<file path="config.mk">
export PLATFORM = sky130hd
export DESIGN_NAME = conv_pool_stream
export DESIGN_NICKNAME = d
export VERILOG_FILES = /design/src/rtl/cnn_pkg.sv /design/src/rtl/pool_max_lane.sv /design/src/rtl/conv_pool_stream.sv
export SDC_FILE = /design/constraint.sdc
export NUM_CORES = 2
export LEC_CHECK = 0
export ABC_CLOCK_PERIOD_IN_PS = 94600
export CORE_MARGIN = 2
export CORE_UTILIZATION = 65
export DETAILED_ROUTE_END_ITERATION = 16
export PLACE_DENSITY = 0.9
export SLEW_MARGIN = 20
export SYNTH_ARGS = -nofsm -noshare
export SYNTH_HDL_FRONTEND = slang
export SYNTH_SLANG_ARGS = --single-unit
</file>
<file path="constraint.sdc">
create_clock -name clk -period 94.6 [get_ports clk]
set_input_delay 14.19 -clock clk [delete_from_list [all_inputs] [get_ports clk]]
set_output_delay 14.19 -clock clk [all_outputs]
set_load 0.05 [all_outputs]
</file>
<file path="src/rtl/cnn_pkg.sv">
//------------------------------------------------------------------------------
// Module      : cnn_pkg
// Description : Shared types and constants for the conv pipeline.
//               - FSM state enum for the streaming pool stage
//               - default geometry / width constants
//               - lane-slice helper (LSB position of a packed channel lane)
// Revision    : 1.0 - initial release
//------------------------------------------------------------------------------
`default_nettype none

package cnn_pkg;

    localparam int DATA_W_DEF = 16;
    localparam int NUM_CH_DEF = 6;
    localparam int IMG_W_DEF  = 28;
    localparam int IMG_H_DEF  = 28;

    typedef enum logic [1:0] {
        ST_IDLE  = 2'd0,
        ST_RUN   = 2'd1,
        ST_DRAIN = 2'd2
    } pool_state_t;

    // LSB bit position of channel 'ch' in a vector packed as ch*width +: width.
    function automatic int lane_lo(input int ch, input int width);
        return ch * width;
    endfunction

endpackage

`default_nettype wire

</file>
<file path="src/rtl/pool_max_lane.sv">
//------------------------------------------------------------------------------
// Module      : pool_max_lane
// Description : Signed two-input maximum over DATA_W bits (two's complement).
//               Ties return a_i (both operands are equal anyway).
// Ports       : a_i, b_i  - signed operands
//               max_o     - larger of the two, same width
// Revision    : 1.0 - initial release
//------------------------------------------------------------------------------
`default_nettype none

module pool_max_lane #(
    parameter int DATA_W = 16
) (
    input  logic signed [DATA_W-1:0] a_i,
    input  logic signed [DATA_W-1:0] b_i,
    output logic signed [DATA_W-1:0] max_o
);

    assign max_o = (a_i >= b_i) ? a_i : b_i;

endmodule

`default_nettype wire

</file>
<file path="src/rtl/conv_pool_stream.sv">
//------------------------------------------------------------------------------
// Module      : conv_pool_stream
// Description : Channel-parallel 2x2 / stride-2 max-pool over a raster-order
//               stream. One pixel position (all NUM_CH lanes) per input
//               handshake; one pooled beat per completed 2x2 window.
// Ports       : clk, rst        - clock, asynchronous active-high reset
//               start_i         - begin a frame (sampled in IDLE only)
//               in_valid_i/in_ready_o/in_data_i    - input stream
//               out_valid_o/out_ready_i/out_data_o - pooled stream
//               out_last_o      - marks the final pooled beat of a frame
//               busy_o          - frame in progress (RUN or DRAIN)
//               done_o          - one-cycle pulse on frame completion
// Options     : CONV_POOL_RELU_EN - clamp each pooled lane to max(x, 0)
// Revision    : 1.0 - initial release
//------------------------------------------------------------------------------
`default_nettype none

module conv_pool_stream
    import cnn_pkg::*;
#(
    parameter int DATA_W = DATA_W_DEF,
    parameter int NUM_CH = NUM_CH_DEF,
    parameter int IMG_W  = IMG_W_DEF,
    parameter int IMG_H  = IMG_H_DEF
) (
    input  logic                     clk,
    input  logic                     rst,
    input  logic                     start_i,
    input  logic                     in_valid_i,
    output logic                     in_ready_o,
    input  logic [NUM_CH*DATA_W-1:0] in_data_i,
    output logic                     out_valid_o,
    input  logic                     out_ready_i,
    output logic [NUM_CH*DATA_W-1:0] out_data_o,
    output logic                     out_last_o,
    output logic                     busy_o,
    output logic                     done_o
);

    localparam int VEC_W  = NUM_CH * DATA_W;
    localparam int COL_W  = $clog2(IMG_W);
    localparam int ROW_W  = $clog2(IMG_H);
    localparam int HALF_W = IMG_W / 2;
    localparam int IDX_W  = (HALF_W > 1) ? $clog2(HALF_W) : 1;

    pool_state_t        state_q, state_d;
    logic [COL_W-1:0]   col_q, col_d;
    logic [ROW_W-1:0]   row_q, row_d;
    logic               done_q, done_d;
    logic [VEC_W-1:0]   hreg_q;
    logic [VEC_W-1:0]   lbuf_q [HALF_W];
    logic               out_valid_q;
    logic [VEC_W-1:0]   out_data_q;
    logic               out_last_q;

    logic               w_accept;
    logic               w_col_last;
    logic               w_row_last;
    logic               w_last_px;
    logic               w_win;
    logic [IDX_W-1:0]   w_lidx;
    logic [VEC_W-1:0]   w_lbuf_rd;
    logic [VEC_W-1:0]   w_hmax;
    logic [VEC_W-1:0]   w_res;

    // A held, unconsumed beat stalls the input so no window can overwrite it.
    assign in_ready_o = (state_q == ST_RUN) && !(out_valid_q && !out_ready_i);
    assign w_accept   = in_valid_i && in_ready_o;
    assign w_col_last = (col_q == COL_W'(IMG_W - 1));
    assign w_row_last = (row_q == ROW_W'(IMG_H - 1));
    assign w_last_px  = w_accept && w_col_last && w_row_last;
    assign w_win      = w_accept && col_q[0] && row_q[0];
    assign w_lidx     = IDX_W'(col_q >> 1);
    assign w_lbuf_rd  = lbuf_q[w_lidx];

    for (genvar g = 0; g < NUM_CH; g++) begin : g_lane
        logic signed [DATA_W-1:0] w_in;
        logic signed [DATA_W-1:0] w_hreg;
        logic signed [DATA_W-1:0] w_lb;
        logic signed [DATA_W-1:0] w_h;
        logic signed [DATA_W-1:0] w_v;

        assign w_in   = in_data_i[lane_lo(g, DATA_W) +: DATA_W];
        assign w_hreg = hreg_q[lane_lo(g, DATA_W) +: DATA_W];
        assign w_lb   = w_lbuf_rd[lane_lo(g, DATA_W) +: DATA_W];

        pool_max_lane #(.DATA_W(DATA_W)) u_hmax (
            .a_i   (w_hreg),
            .b_i   (w_in),
            .max_o (w_h)
        );

        pool_max_lane #(.DATA_W(DATA_W)) u_vmax (
            .a_i   (w_lb),
            .b_i   (w_h),
            .max_o (w_v)
        );

        assign w_hmax[lane_lo(g, DATA_W) +: DATA_W] = w_h;
`ifdef CONV_POOL_RELU_EN
        assign w_res[lane_lo(g, DATA_W) +: DATA_W] = w_v[DATA_W-1] ? '0 : w_v;
`else
        assign w_res[lane_lo(g, DATA_W) +: DATA_W] = w_v;
`endif
    end

    // State and counters
    always_ff @(posedge clk or posedge rst) begin
        if (rst) begin
            state_q <= ST_IDLE;
            col_q   <= '0;
            row_q   <= '0;
            done_q  <= 1'b0;
        end else begin
            state_q <= state_d;
            col_q   <= col_d;
            row_q   <= row_d;
            done_q  <= done_d;
        end
    end

    always_comb begin
        state_d = state_q;
        col_d   = col_q;
        row_d   = row_q;
        done_d  = 1'b0;
        case (state_q)
            ST_IDLE: begin
                if (start_i) begin
                    state_d = ST_RUN;
                    col_d   = '0;
                    row_d   = '0;
                end
            end
            ST_RUN: begin
                if (w_accept) begin
                    if (w_col_last) begin
                        col_d = '0;
                        row_d = w_row_last ? '0 : row_q + ROW_W'(1);
                    end else begin
                        col_d = col_q + COL_W'(1);
                    end
                    if (w_last_px) begin
                        state_d = ST_DRAIN;
                    end
                end
            end
            ST_DRAIN: begin
                if (out_valid_q && out_ready_i && out_last_q) begin
                    state_d = ST_IDLE;
                    done_d  = 1'b1;
                end
            end
            default: state_d = ST_IDLE;
        endcase
    end

    // Datapath: horizontal pair register, line buffer of row-pair maxima,
    // and the output register.
    always_ff @(posedge clk or posedge rst) begin
        if (rst) begin
            hreg_q      <= '0;
            out_valid_q <= 1'b0;
            out_data_q  <= '0;
            out_last_q  <= 1'b0;
        end else begin
            if (w_accept && !col_q[0]) begin
                hreg_q <= in_data_i;
            end
            if (w_win) begin
                out_valid_q <= 1'b1;
                out_data_q  <= w_res;
                out_last_q  <= w_last_px;
            end else if (out_valid_q && out_ready_i) begin
                out_valid_q <= 1'b0;
                out_last_q  <= 1'b0;
            end
        end
    end

    always_ff @(posedge clk or posedge rst) begin
        if (rst) begin
            for (int i = 0; i < HALF_W; i++) begin
                lbuf_q[i] <= '0;
            end
        end else if (w_accept && col_q[0] && !row_q[0]) begin
            lbuf_q[w_lidx] <= w_hmax;
        end
    end

    assign out_valid_o = out_valid_q;
    assign out_data_o  = out_data_q;
    assign out_last_o  = out_last_q;
    assign busy_o      = (state_q != ST_IDLE);
    assign done_o      = done_q;

endmodule

`default_nettype wire

</file>
; Word-level counts from Yosys, hierarchy flattened
; Cells that the tools add are included.
[classes]
n_addsub = 2
mul = 0
div_mod_pow = 0
magnitude_cmp = 14
eq_ne = 9
shifts = 0
muxes = 36
n_bitwise = 1
n_reduce_logical = 23
[op_table]
columns = cell, count
row1 = $bwmux W1344, 1
row2 = $bmux W96 S4, 1
row3 = $demux W96 S4, 1
row4 = $mux W96, 3
row5 = $ge A16 B16 Y1, 12
row6 = $mux W16, 12
row7 = $mux W5, 6
row8 = $pmux W5 S2, 2
row9 = $logic_and A1 B1 Y1, 12
row10 = $add A5 B1 Y5 const B, 2
row11 = $eq A5 B5 Y1 const B, 2
row12 = $ne A2 B2 Y1 const B, 5
row13 = $mux W2, 4
row14 = $reduce_and A4 Y1, 2
row15 = $pmux W2 S3, 1
row16 = $reduce_bool A2 Y1, 3
row17 = $ge A5 B5 Y1 const B, 1
row18 = $lt A5 B1 Y1 const B, 1
row19 = $mux W1, 5
row20 = $not A4 Y5, 1
row21 = $logic_not A1 Y1, 4
row22 = $reduce_and A3 Y1, 1
row23 = $eq A2 B1 Y1 const B, 1
row24 = $eq A2 B2 Y1 const B, 1
row25 = $logic_not A2 Y1, 1
[totals]
regBits = 1551
latch_bits = 0
mem_bits_rw = 0
romBits = 0
inputBits = 101
wordCells = 107
memories = 0

; Depth between registers and ports, before layout
[logic_depth]
depth_word = 10
mapped_depth = 21
ltp_nobuf = 17

; Hierarchy
; From an unflattened synthesis, not the netlist that was laid out.
[hier_totals]
cells_unflattened = 5268
area_unflattened_um2 = 75885.3
[modules_own_cells]
columns = mod, instances, cells_each, area_each_um2
row1 = conv_pool_stream, 1, 4368, 67912.6
row2 = pool_max_lane, 12, 75, 664.4

; Worst setup path before layout
; No wires, ideal clock.
[synth_path]
path_type = input -> output
startpoint = in out_ready_i
endpoint = out in_ready_o
t_arrival_ns = 14.730
required_ns = 80.410
path_slack_ns = 65.680
cell_stages = 2
n_path_buf = 0
path_cell_list = nand2b_1 > and2_1
[synth_via]
elab_chain_len = 4
[synth_rtl]
columns = item, line
row1 = start: declaration, conv_pool_stream.sv:33  ; input logic out_ready_i,
row2 = $logic_not A1 Y1, conv_pool_stream.sv:67  ; assign in_ready_o = (state_q == ST_RUN) && !(out_valid_q && !out_ready_i);
row3 = $logic_and A1 B1 Y1, conv_pool_stream.sv:67
row4 = $logic_not A1 Y1, conv_pool_stream.sv:67
row5 = $logic_and A1 B1 Y1, conv_pool_stream.sv:67
row6 = end: declaration, conv_pool_stream.sv:30  ; output logic in_ready_o,
; No other way between the ends.

; Worst setup path after layout
; Ends and elaborated chain as after synthesis.

==> impl_metrics.json <==
{
  "setup_tns_ps": 0,
  "crit_slowest_cell": "sky130_fd_sc_hd__clkdlybuf4s50_1",
  "cts_htree_levels": 4,
  "crit_arrival_ps": 15740,
  "synth_fa_ha_area_frac": 0.0338,
  "worst_ir_drop_vdd_v": 0.0000396,
  "synth_compound_area_frac": 0.138,
  "place_inst": 8070,
  "start_util": 0.658,
  "synth-warning-count": 0,
  "layout-drive-gt1-share": 0.108,
  "cts_hold_buf": 0,
  "synthesis.instances": 6861,
  "drc_errors": 0,
  "grtUsageTotal": 0.368,
  "drt.antenna.violating_nets": 0,
  "combined_buffer_and_inverter_count_along_the_critical_path": 2,
  "worst_skew_pair.late_latency_ps": 800,
  "chipHeight_um": 336,
  "worst_hold_path_type": "reg -> reg",
  "route.detailed.wl_per_inst_um": 24.6,
  "clock_sinks": 1551,
  "post_dp_cell_area_mm2": 0.0742,
  "synth.lib_cells_used.distinct": 70,
  "worstSetupEndpointType": "output pin",
  "crit_path_start_kind": "input pin",
  "synth-seq-area-share": 0.540,
  "filler_cells_inserted": 6308,
  "clock_transition_at_the_register_clock_pins_on_the_worst_setup_and_hold_paths_after_cts_ps": 60,
  "ys_ff_latch": 1551,
  "finalSetupViolations": 0,
  "number_of_antenna_violations_at_the_first_check_in_global_routing": 2,
  "asyncSetResetFlopFracSynth": 1.00,
  "hold_viol": 0,
  "post_dr_vias_cell": 6.90,
  "critical_path_required_time_ps": 80410,
  "die_w_um": 336,
  "cts_tree": "built",
  "post_synth_xor_area_fraction": 0,
  "numCtsBuffers": 153,
  "power-per-cell-area_mw_per_mm2": 34.7,
  "port_buffers": 201,
  "synth.mux.area_fraction": 0.137,
  "ys_dominant_reg_cell": "sky130_fd_sc_hd__dfrtp_1",
  "grt_overflow_total": 0,
  "share_of_yosys_cell_area_claimed_by_the_top_area_cell_type": 0.540,
  "place.gp.congestion": 0.827,
  "max-cap-violations": 0,
  "drt_iter0_drc": 8056,
  "ctsRootBufferMaster": "sky130_fd_sc_hd__clkbuf_16",
  "cts_post_setup_buffers_inserted": 0,
  "count_of_flip_flops_with_a_built_in_enable_after_synthesis": 0,
  "run_status": "finished clean",
  "timing_max_transition_violations_final": 0,
  "grt_setup_unrepaired": "no",
  "clock_tree.buffer_depth": 3,
  "synth.net_count": 7156,
  "final_cells": 8348,
  "combinational_family_with_the_most_area_after_synthesis": "compound AO/OA/AOI/OAI gates",
  "mappedNetlistArea_mm2": 0.0718,
  "cts_resized": 0,
  "cp_slowest_stage_delay_ps": 790,
  "critical_path.cell_chain": "clkdlybuf4s50_1, nand2b_1, and2_1, clkdlybuf4s50_1",
  "fin_worst_skew_ps": 34.5,
  "final_area_mm2": 0.0795,
  "fin_crit_sh": 0.316,
  "grt_first_pass_wirelength_um": 325000,
  "critPathTopFamily": "buffers and inverters",
  "tightest_slew_ps": 1230,
  "via_count_of_the_first_global_routing_pass": 61000,
  "area_of_the_die_mm2": 0.113,
  "p_leak_uw": 0.0361,
  "maxClockFrequency_mhz": 33.4,
  "layout_stage_area_growth_over_the_synthesis_result_pct": 10.7,
  "synth.top_cells.by_area": "sky130_fd_sc_hd__dfrtp_1, sky130_fd_sc_hd__mux4_2, sky130_fd_sc_hd__o21ai_0",
  "total_vias_in_the_final_route": 57600,
  "route.final.wire_length_um": 206000,
  "timing.setup.critical_path_class": "in -> out",
  "num_rows": 121,
  "synth_top_cell_by_area": "sky130_fd_sc_hd__dfrtp_1",
  "grt_max_degree": 205,
  "detail_placement_hpwl_um": 108000,
  "worstPathMaxFanout": 3,
  "nNetsFinal": 7049,
  "syn_avg_cell_area_um2": 10.5,
  "io_pins": 202,
  "timing.final.crit_period_ps": 29930,
  "synth_simple_gate_area_frac": 0.109,
  "drt_pass1_iterations": 9,
  "maxSlewHeadroom": 0.181,
  "cp_common_cell": "sky130_fd_sc_hd__clkdlybuf4s50_1",
  "final_util": 0.728,
  "core_region_area_mm2": 0.109
}
area by class of cell:
cell class                 count  area, um2  area share
sequential                  1551      38800       0.488
multi-input combinational   4619      30200       0.380
clock buffer                 227       4520      0.0569
timing repair buffer         318       3130      0.0394
tap                         1476       1850      0.0232
clock inverter                45        522     0.00656
inverter                     111        424     0.00533
antenna                        1       2.50   0.0000315
cell usage in the layout (no fill, tap or decap), drive strengths merged, types with 4 or more instances in the layout:
master	Yosys	routed
mux2i	284	284
dfrtp	1551	1551
nor4	7	7
a2111oi	4	4
a211oi	14	14
o41ai	4	4
clkinv	0	26
nand2b	11	11
o211ai	70	70
buf	198	117
a221oi	9	9
nand4	41	41
nor3	9	9
nand2	1399	1399
o21bai	4	4
o21ai	1377	1377
ha	194	194
mux4	288	288
o221ai	15	15
inv	111	118
a21o	18	18
nand3	111	111
nor2b	18	18
or3	19	19
a21oi	338	338
or2	6	6
and3	5	5
nor2	318	318
mux2	18	18
bufinv	0	9
clkdlybuf4s50	0	201
clkbuf	382	227
metal layers:
metal	vias to the layer above	track usage	share of wire
met5	-	0	0.00014
met4	4	0.234	0.061
met3	1186	0.0916	0.12
met2	4445	0.590	0.48
met1	28300	0.450	0.34
li1	23700	-	-
worst reg2reg max path: cells and delay by family, from the launching register on:
kind / cells / cell delay [ps]
muxes: 3 / 1050
AOI/OAI and AO/OA: 6 / 2380
DFF: 1 / 650
buffers and inverters: 3 / 2540
and+or+nand+nor: 1 / 60
adders and majority gates: 1 / 230
registers in the layout, summed over array words and instances, names as in the netlist:
register     count
out_last_o       1
row_q            5
out_data_o      96
done_o           1
col_q            5
state_q          2
out_valid_o      1
hreg_q          96
lbuf_q        1344
cell usage after synthesis, types with 3 or more instances:
cell	instances
sky130_fd_sc_hd__dfrtp_1	1551
sky130_fd_sc_hd__nand2_1	1399
sky130_fd_sc_hd__o21ai_0	1286
sky130_fd_sc_hd__clkbuf_1	382
sky130_fd_sc_hd__a21oi_1	338
sky130_fd_sc_hd__nor2_1	318
sky130_fd_sc_hd__mux4_2	288
sky130_fd_sc_hd__mux2i_1	249
sky130_fd_sc_hd__ha_1	194
sky130_fd_sc_hd__buf_2	120
sky130_fd_sc_hd__nand3_1	111
sky130_fd_sc_hd__inv_1	110
sky130_fd_sc_hd__o21ai_1	91
sky130_fd_sc_hd__o211ai_1	70
sky130_fd_sc_hd__nand4_1	41
sky130_fd_sc_hd__buf_1	38
sky130_fd_sc_hd__buf_6	24
sky130_fd_sc_hd__mux2i_4	22
sky130_fd_sc_hd__or3_1	19
sky130_fd_sc_hd__a21o_1	18
sky130_fd_sc_hd__nor2b_1	18
sky130_fd_sc_hd__mux2_2	17
sky130_fd_sc_hd__o221ai_1	15
sky130_fd_sc_hd__a211oi_1	14
sky130_fd_sc_hd__buf_4	14
sky130_fd_sc_hd__mux2i_2	13
sky130_fd_sc_hd__nand2b_1	11
sky130_fd_sc_hd__a221oi_1	9
sky130_fd_sc_hd__nor3_1	9
sky130_fd_sc_hd__nor4_1	6
sky130_fd_sc_hd__or2_2	6
sky130_fd_sc_hd__and3_1	5
sky130_fd_sc_hd__o21bai_1	4
sky130_fd_sc_hd__o41ai_1	4
sky130_fd_sc_hd__a2111oi_0	3
sky130_fd_sc_hd__a22oi_1	3
sky130_fd_sc_hd__and4_1	3
per-stage QoR:
stage / total power (uW) / worst slack (ps) / hold WS (ps)
6_report: 2760 / 64670 / 476
5_1_grt: 2880 / 64580 / 501
4_1_cts: 2720 / 64670 / 478
3_5_place_dp: 2060 / 64680 / 465
3_3_place_gp: 1980 / 64660 / 456
2_1_floorplan: 1760 / 36650 / 444
final timing paths:
| check | from | to | cells past startpoint | slack, ps |
|---|---|---|---|---|
| worst min register to register | lbuf_q[413] | lbuf_q[413] | 2 | 480 |
| max in group asynchronous | rst | lbuf_q[858] | 7 | 77200 |
| worst max register to register | col_q[2] | out_data_o[32] | 14 | 87600 |
| worst min-delay path | lbuf_q[413] | lbuf_q[413] | 2 | 480 |
| worst max-delay path | out_ready_i | in_ready_o | 4 | 64670 |
| min in group asynchronous | rst | hreg_q[55] | 2 | 13790 |
cells by family (layout without fill, tap and decap cells):
| family | count (synthesis) | count (layout) |
|---|---|---|
| AOI/OAI and AO/OA | 1878 | 1878 |
| adders and majority gates | 194 | 194 |
| buffers and inverters | 691 | 701 |
| DFF | 1551 | 1551 |
| muxes | 590 | 590 |
| other | 0 | 1 |
| and+or+nand+nor | 1957 | 1957 |
where the power goes:
part           leakage [uW]  internal, uW  total (uW)  switching, uW
clock               0.00249           356         622            266
sequential           0.0208           858         997            139
combinational        0.0127           420        1140            718
total                0.0361          1630        2760           1120
No activity file was read; power rests on OpenSTA's default activity.
